### config.mk
export PLATFORM = sky130hd
export DESIGN_NAME = fakeram7_req_ctrl
export DESIGN_NICKNAME = d
export VERILOG_FILES = /design/src/rtl/fakeram7_req_ctrl.sv
export SDC_FILE = /design/constraint.sdc
export NUM_CORES = 1
export LEC_CHECK = 0
export ABC_AREA = 1
export BUFFER_PORTS_ARGS = -buffer_cell sky130_fd_sc_hd__buf_4
export CAP_MARGIN = 20
export CELL_PAD_IN_SITES_DETAIL_PLACEMENT = 0
export CELL_PAD_IN_SITES_GLOBAL_PLACEMENT = 1
export CORE_MARGIN = 2
export CORE_UTILIZATION = 37
export DETAILED_ROUTE_END_ITERATION = 12
export GPL_ROUTABILITY_DRIVEN = 0
export PLACE_DENSITY = 0.88
export SLEW_MARGIN = 15
export SYNTH_ARGS = -nofsm -noshare
export SYNTH_HDL_FRONTEND = slang
export SYNTH_SLANG_ARGS = --single-unit
### constraint.sdc
create_clock -name clk -period 4.7 [get_ports clk]
set_clock_uncertainty 0.05 [all_clocks]
set_input_delay 0.235 -clock clk [delete_from_list [all_inputs] [get_ports clk]]
set_output_delay 0.235 -clock clk [all_outputs]
set_load 0.005 [all_outputs]
### src/rtl/fakeram7_req_ctrl.sv
// Valid/ready request/response front-end for the single-port fakeram7 SRAM macro.
// Drives the macro pins directly and buffers 1-cycle read data in a small response FIFO.
module fakeram7_req_ctrl #(
  parameter int BITS       = 32,
  parameter int ADDR_WIDTH = 8,
  parameter int RSP_DEPTH  = 2
) (
  input  logic                  clk,
  input  logic                  reset,
  input  logic                  req_valid_i,
  output logic                  req_ready_o,
  input  logic                  req_we_i,
  input  logic [ADDR_WIDTH-1:0] req_addr_i,
  input  logic [BITS-1:0]       req_wdata_i,
  output logic                  rsp_valid_o,
  input  logic                  rsp_ready_i,
  output logic [BITS-1:0]       rsp_rdata_o,
  output logic                  ram_ce_o,
  output logic                  ram_we_o,
  output logic [ADDR_WIDTH-1:0] ram_addr_o,
  output logic [BITS-1:0]       ram_wd_o,
  input  logic [BITS-1:0]       ram_rd_i,
  output logic                  idle_o
);

  localparam int PTR_W = (RSP_DEPTH > 1) ? $clog2(RSP_DEPTH) : 1;
  localparam int CNT_W = $clog2(RSP_DEPTH + 1);

  logic                 r_reset_q;
  logic                 r_inflight;
  logic [CNT_W-1:0]     r_count;
  logic [PTR_W-1:0]     r_rd_ptr;
  logic [PTR_W-1:0]     r_wr_ptr;
  logic [BITS-1:0]      r_fifo [RSP_DEPTH];

  logic [CNT_W:0]       w_used;
  logic                 w_accept;
  logic                 w_empty;
  logic                 w_push;
  logic                 w_pop;

  function automatic logic [PTR_W-1:0] ptr_next(input logic [PTR_W-1:0] p);
    return (p == PTR_W'(RSP_DEPTH - 1)) ? '0 : p + PTR_W'(1);
  endfunction

  // Credits: every outstanding read (in flight or buffered) reserves one FIFO slot.
  assign w_used      = {1'b0, r_count} + (CNT_W + 1)'(r_inflight);
  assign req_ready_o = ~r_reset_q & (w_used < (CNT_W + 1)'(RSP_DEPTH));
  assign w_accept    = req_valid_i & req_ready_o;

  assign ram_ce_o    = w_accept;
  assign ram_we_o    = w_accept & req_we_i;
  assign ram_addr_o  = w_accept ? req_addr_i  : '0;
  assign ram_wd_o    = w_accept ? req_wdata_i : '0;

  assign w_empty     = (r_count == '0);
  assign rsp_valid_o = r_inflight | ~w_empty;
  assign w_push      = r_inflight & ~(w_empty & rsp_ready_i);
  assign w_pop       = ~w_empty & rsp_ready_i;
  assign idle_o      = ~r_inflight & w_empty;

  always_comb begin
    // NOTE: every always_comb output gets a default first so no path leaves it unassigned (no latch).
    rsp_rdata_o = '0;
    if (!w_empty) begin
      rsp_rdata_o = r_fifo[r_rd_ptr];
    end else if (r_inflight) begin
      rsp_rdata_o = ram_rd_i;
    end
  end

  // NOTE: sequential state uses non-blocking assignments so all flops update from pre-edge values.
  always_ff @(posedge clk or posedge reset) begin
    if (reset) begin
      r_reset_q  <= 1'b1;
      r_inflight <= 1'b0;
      r_count    <= '0;
      r_rd_ptr   <= '0;
      r_wr_ptr   <= '0;
    end else begin
      r_reset_q  <= 1'b0;
      r_inflight <= w_accept & ~req_we_i;
      if (w_push) r_wr_ptr <= ptr_next(r_wr_ptr);
      if (w_pop)  r_rd_ptr <= ptr_next(r_rd_ptr);
      case ({w_push, w_pop})
        2'b10:   r_count <= r_count + CNT_W'(1);
        2'b01:   r_count <= r_count - CNT_W'(1);
        default: r_count <= r_count;
      endcase
    end
  end

  // NOTE: FIFO storage is deliberately not reset; the count gates every read of it.
  always_ff @(posedge clk) begin
    if (w_push) r_fifo[r_wr_ptr] <= ram_rd_i;
  end

endmodule

== After elaboration in Yosys (flattened, before gate mapping) ==
Memories as Yosys holds them, arrays and structs flattened.
Cells that the tools add are included.

* RAM bits: 64
* Bits in registers: 6
* Output and inout port bits: 77
* Memories kept: 1

{| class="wikitable"
|+ Memory list
! name !! words !! width !! rd ports !! clocked after memory_dff !! write ports !! line !! text
|-
| r_fifo || 2 || 32 || 1 || 0 || 1 || 34 || <nowiki>logic [BITS-1:0] r_fifo [RSP_DEPTH];</nowiki>
|}

* Magnitude comparators: 1
* Reductions and logical operators: 2
* Eq/ne operators: 2
* Add/sub/neg operators: 5
* Mux-type cells: 9
* Bitwise gates (word level): 14

{| class="wikitable"
|+ Operators with widths
! cell !! number
|-
| 32-bit 2-to-1 mux || 3
|-
| 1-bit AND || 8
|-
| 8-bit 2-to-1 mux || 1
|-
| 1-bit NOT || 5
|-
| 1-bit 2-to-1 mux || 4
|-
| 2-bit one-hot mux with 2 select lines || 1
|-
| 2-bit by 1-bit adder with 3-bit output || 1
|-
| 3-bit by 2-bit < comparator with 1-bit output (second input constant) || 1
|-
| 1-bit adder (second input constant) || 2
|-
| 2-bit by 1-bit adder with 2-bit output (second input constant) || 1
|-
| 2-bit by 1-bit equality test with 1-bit output (second input constant) || 1
|-
| 2-bit equality test (second input constant) || 1
|-
| 2-bit logical NOT || 1
|-
| 2-bit nonzero test || 1
|-
| 2-bit by 1-bit subtractor with 2-bit output (second input constant) || 1
|-
| 1-bit bitwise OR || 1
|}

== Depth between registers and ports, before layout ==
* Depth after elaboration: 6
* Gate-level depth with buffers: 9
* Gate-level depth less buffers: 9

== Least setup slack after synthesis ==
No wires, ideal clock.

* Kind: register -> register
* Start point: reg r_count[0]
* End point: mem r_fifo[1][0] (enable)
* Path buffers: 0
* Arrival time: 2.042 ns
* Data required time: 4.229 ns
* Cell stages (with the launch flop): 5
* Clock period less this slack: 2.513 ns
* Slack: 2.187 ns
* Setup time: 0.421 ns
* Cell sequence: dfrtp_1 nor2_4 nand2_1 nand2_1 nor2_1

* Longest elaborated chain between the ends: 6

{| class="wikitable"
|+ Ends and longest elaborated chain
! element !! line !! text
|-
| start, declared || 31 || <nowiki>logic [CNT_W-1:0] r_count;</nowiki>
|-
| start signal, assigned || 86 || <nowiki>2'b10: r_count <= r_count + CNT_W'(1);</nowiki>
|-
| start signal, assigned || 87 || <nowiki>2'b01: r_count <= r_count - CNT_W'(1);</nowiki>
|-
| start signal, assigned || 88 || <nowiki>default: r_count <= r_count;</nowiki>
|-
| 2-bit logical NOT || 56 || <nowiki>assign w_empty = (r_count == '0);</nowiki>
|-
| 1-bit AND || 58 || <nowiki>assign w_push = r_inflight & ~(w_empty & rsp_ready_i);</nowiki>
|-
| 1-bit NOT || 58 ||
|-
| 1-bit AND || 58 ||
|-
| 1-bit 2-to-1 mux || 95 || <nowiki>if (w_push) r_fifo[r_wr_ptr] <= ram_rd_i;</nowiki>
|-
| 1-bit 2-to-1 mux (not written as such) || 95 ||
|-
| end, declared || 34 ||
|}

Every way passes these cells.

== Final worst setup path ==
* Start point: reg r_count[0]
* End point: out rsp_valid_o

* Longest elaborated chain between the ends: 3

{| class="wikitable"
|+ Ends and longest elaborated chain
! element !! line !! text
|-
| 2-bit logical NOT || 56 ||
|-
| 1-bit NOT || 57 || <nowiki>assign rsp_valid_o = r_inflight | ~w_empty;</nowiki>
|-
| 1-bit bitwise OR || 57 ||
|-
| end, declared || 15 || <nowiki>output logic rsp_valid_o,</nowiki>
|}

Every way passes these cells.

==> reports/metrics.csv <==
metric,value,unit
outcome,"finished, final reports clean",
YS warnings,0,
num ports,154,
worst hold path depth,1,
vias in the first global route,3018,
post_cts resized,0,
"Clk Latency, worst-skew pair",0.33,ns
via count,3049,
final wirelength,8.30,mm
clk buf depth,2,
cell count after synthesis,404,
Final Setup Violations,0,
RSZ-0062 raised after global routing,no,
"CTS clk-pin slew, worst paths",0.07,ns
Pwr per Cell Area,422,mW/mm^2
Tcrit/Tclk final,53.8,%
largest vdd supply drop,178,uV
initial antenna violation count,0,
first-pass GRT wire length,13.4,mm
Worst Path Required,4.41,ns
core area,0.00924,sq mm
Comb pwr share,41.0,%
largest net degree at the start of global routing,67,
"Distinct cells, synth",23,
Max-Cap Viols,0,
part of the power in registers,40.0,%
Fmax,395,MHz
Detail Placement HPWL,5.92,mm
worst path bufs/invs,3,
Total GRT Usage,16.9,%
total gr overflow,0,
Placed Cells,667,
number of synthesized flops with an enable pin,64,
"Max stage delay cell, worst path",nor2_4,
Detailed Routing Iterations Pass 1,4,
Hold Crit Class,in2reg,
Post-DRT Antenna Nets,0,
family with the most delay on the worst path,simple AND/OR/NAND/NOR gates,
share of cells above drive strength 1,31.5,%
"Avg Cell Area, Syn",8.68,sq um
critical-path cell list,"nor2_4, inv_4, nor2_1, inv_1, buf_4",
CTS H-Tree Depth,3,
Final Hold Slack,0.0411,ns
min Tclk post-route,2.53,ns
mean number of vias per cell,4.46,
Netlist Area Pre-Place,0.00351,sq mm
Design Power,0.00206,W
Initial Util,38.0,%
syn_nets,482,
sequential area share after synthesis,59.1,%
"Hold Vio Cnt, Final",0,
fillers,859,
critical path peak fanout,36,
Die Y,101,um
crit path launch type,flip-flop,
Seq cells post-synth,70,
critical setup path kind,reg2out,
# DRC,0,
FP Rows,35,
clk sinks,70,
CTS tree,done,
"Net count, final",629,
"setup slack, reg-to-reg",2.43,ns
fin cells,684,
Setup TNS,0,ns
crit path DAT,2.25,ns
Synth async-reset ratio,8.57,%
Synth Flop Type,edfxtp_1,
Max transition margin,36.3,%
Leak Pwr,2.49,nW
Clk network pwr share,19.0,%
Net Sw Power,0.000741,W
wire length per cell,12.1,um
multi-input logic area,985,sq um
Layout area overhead,39.4,%
initial DRC count,89,
Die ar.,0.0103,sq mm
CTS Buf Count,9,
Final WS setup,2.17,ns
Critical Path Stages,5,
Ant. Diodes,0,
Slew @ Worst Pin,0.956,ns
sw frac,36.0,%
pins over their slew limit,0,
Reg area,0.00207,sq mm
Root Driver,clkbuf_8,
Port Buf Inserts,153,
endpoint class of the critical path,primary output,
"slowest stage delay, CP",0.69,ns
Worst Reg-to-Reg Cells,5,
die width,101,um
Setup WS pre-CTS,2.41,ns
cell-internal power,0.00132,W
[placed cells by master (no fill, tap or decap)]
| master | n |
|---|---|
| inv_1 | 85 |
| dlygate4sd3_1 | 2 |
| nand2_2 | 1 |
| ha_1 | 1 |
| nand3_1 | 35 |
| nor2_1 | 44 |
| nor2_4 | 2 |
| inv_2 | 1 |
| clkbuf_1 | 1 |
| nand4_1 | 1 |
| clkbuf_8 | 9 |
| nand4_4 | 1 |
| dfstp_2 | 1 |
| buf_4 | 155 |
| conb_1 | 1 |
| clkinv_1 | 2 |
| o21ai_1 | 2 |
| inv_4 | 1 |
| o21ai_0 | 31 |
| xnor2_1 | 1 |
| dfrtp_1 | 4 |
| clkinvlp_4 | 2 |
| nand2_1 | 106 |
| clkinv_2 | 1 |
| dfrtp_2 | 1 |
| edfxtp_1 | 64 |
[metal layers]
metal	global-route usage, %	routed length (um)	up-vias
met5	0	0	-
met2	29.8	4100	131
met4	7.17	180	0
met3	5.31	701	18
li1	-	-	1541
met1	19.0	3310	1359
[worst register-to-register path, stage by stage, from the launching register on]
cell     delay [ns]
dfrtp_1        0.46
nor2_4         0.69
nand2_1        0.17
nand3_1        0.14
inv_1          0.19
buf_4          0.30
[final timing paths]
kind | from | to
max in group asynchronous | reset | r_reset_q
max | r_count[0] | rsp_valid_o
max reg2reg | r_count[0] | r_fifo[0][11]
min | ram_rd_i[1] | r_fifo[0][1]
min in group asynchronous | reset | r_inflight
min reg2reg | r_wr_ptr | r_wr_ptr
[synth_stat cells (2+ instances only)]
cell type  number  area, sq um
dfrtp_1         5          125
buf_4           7         52.6
inv_1          85          319
clkbuf_4        3         22.5
nand2_1       106          398
buf_2           8         40.0
edfxtp_1       64         1920
o21ai_1         2         10.0
nand3_1        35          175
nor2_1         45          169
clkbuf_1        2         7.51
o21ai_0        31          155
[kinds of logic after synthesis]
family / share of synthesized area (%)
AO/OA/AOI/OAI: 4.71
XOR/XNOR: 0.250
adder cells (fa/ha/maj): 0.357
buffers and inverters: 13.0
flip-flops: 59.1
other: 0.107
AND/OR/NAND/NOR: 22.4
[flip-flops by register name (all words and copies together) (netlist names)]
signal	cells
r_rd_ptr	1
r_inflight	1
r_wr_ptr	1
r_reset_q	1
r_count	2
r_fifo	64
[power by group through the flow]
stage | registers [W] | logic (W) | clock network, W
floorplan | 0.000768 | 0.000513 | 0
global placement | 0.000833 | 0.000847 | 0
detailed placement | 0.000837 | 0.000862 | 0
CTS | 0.000825 | 0.000862 | 0.000404
global route | 0.000838 | 0.000968 | 0.000435
finish | 0.000824 | 0.000845 | 0.000392
[metrics by stage]
step / utilization, % / instance area (sq um)
6_report: 52.9 / 4890
5_1_grt: 52.9 / 4890
4_1_cts: 52.9 / 4890
3_5_place_dp: 51.0 / 4710
3_3_place_gp: 51.0 / 4710
2_1_floorplan: - / 3510
[final cells by class]
| type | instances | area share, % |
|---|---|---|
| inverters | 87 | 6.73 |
| clock buffers | 10 | 2.61 |
| multi-input cells | 226 | 20.1 |
| well taps | 129 | 3.30 |
| repair buffers | 157 | 24.2 |
| flip-flops and latches | 70 | 42.4 |
| clock inverters | 5 | 0.563 |
[what timing repair did]
action,CTS,global route
endpoints found under the hold margin,6,0
hold buffers,2,0
setup endpoints to repair,0,0
setup buffers,0,0
(Power assumes the default switching activity.)
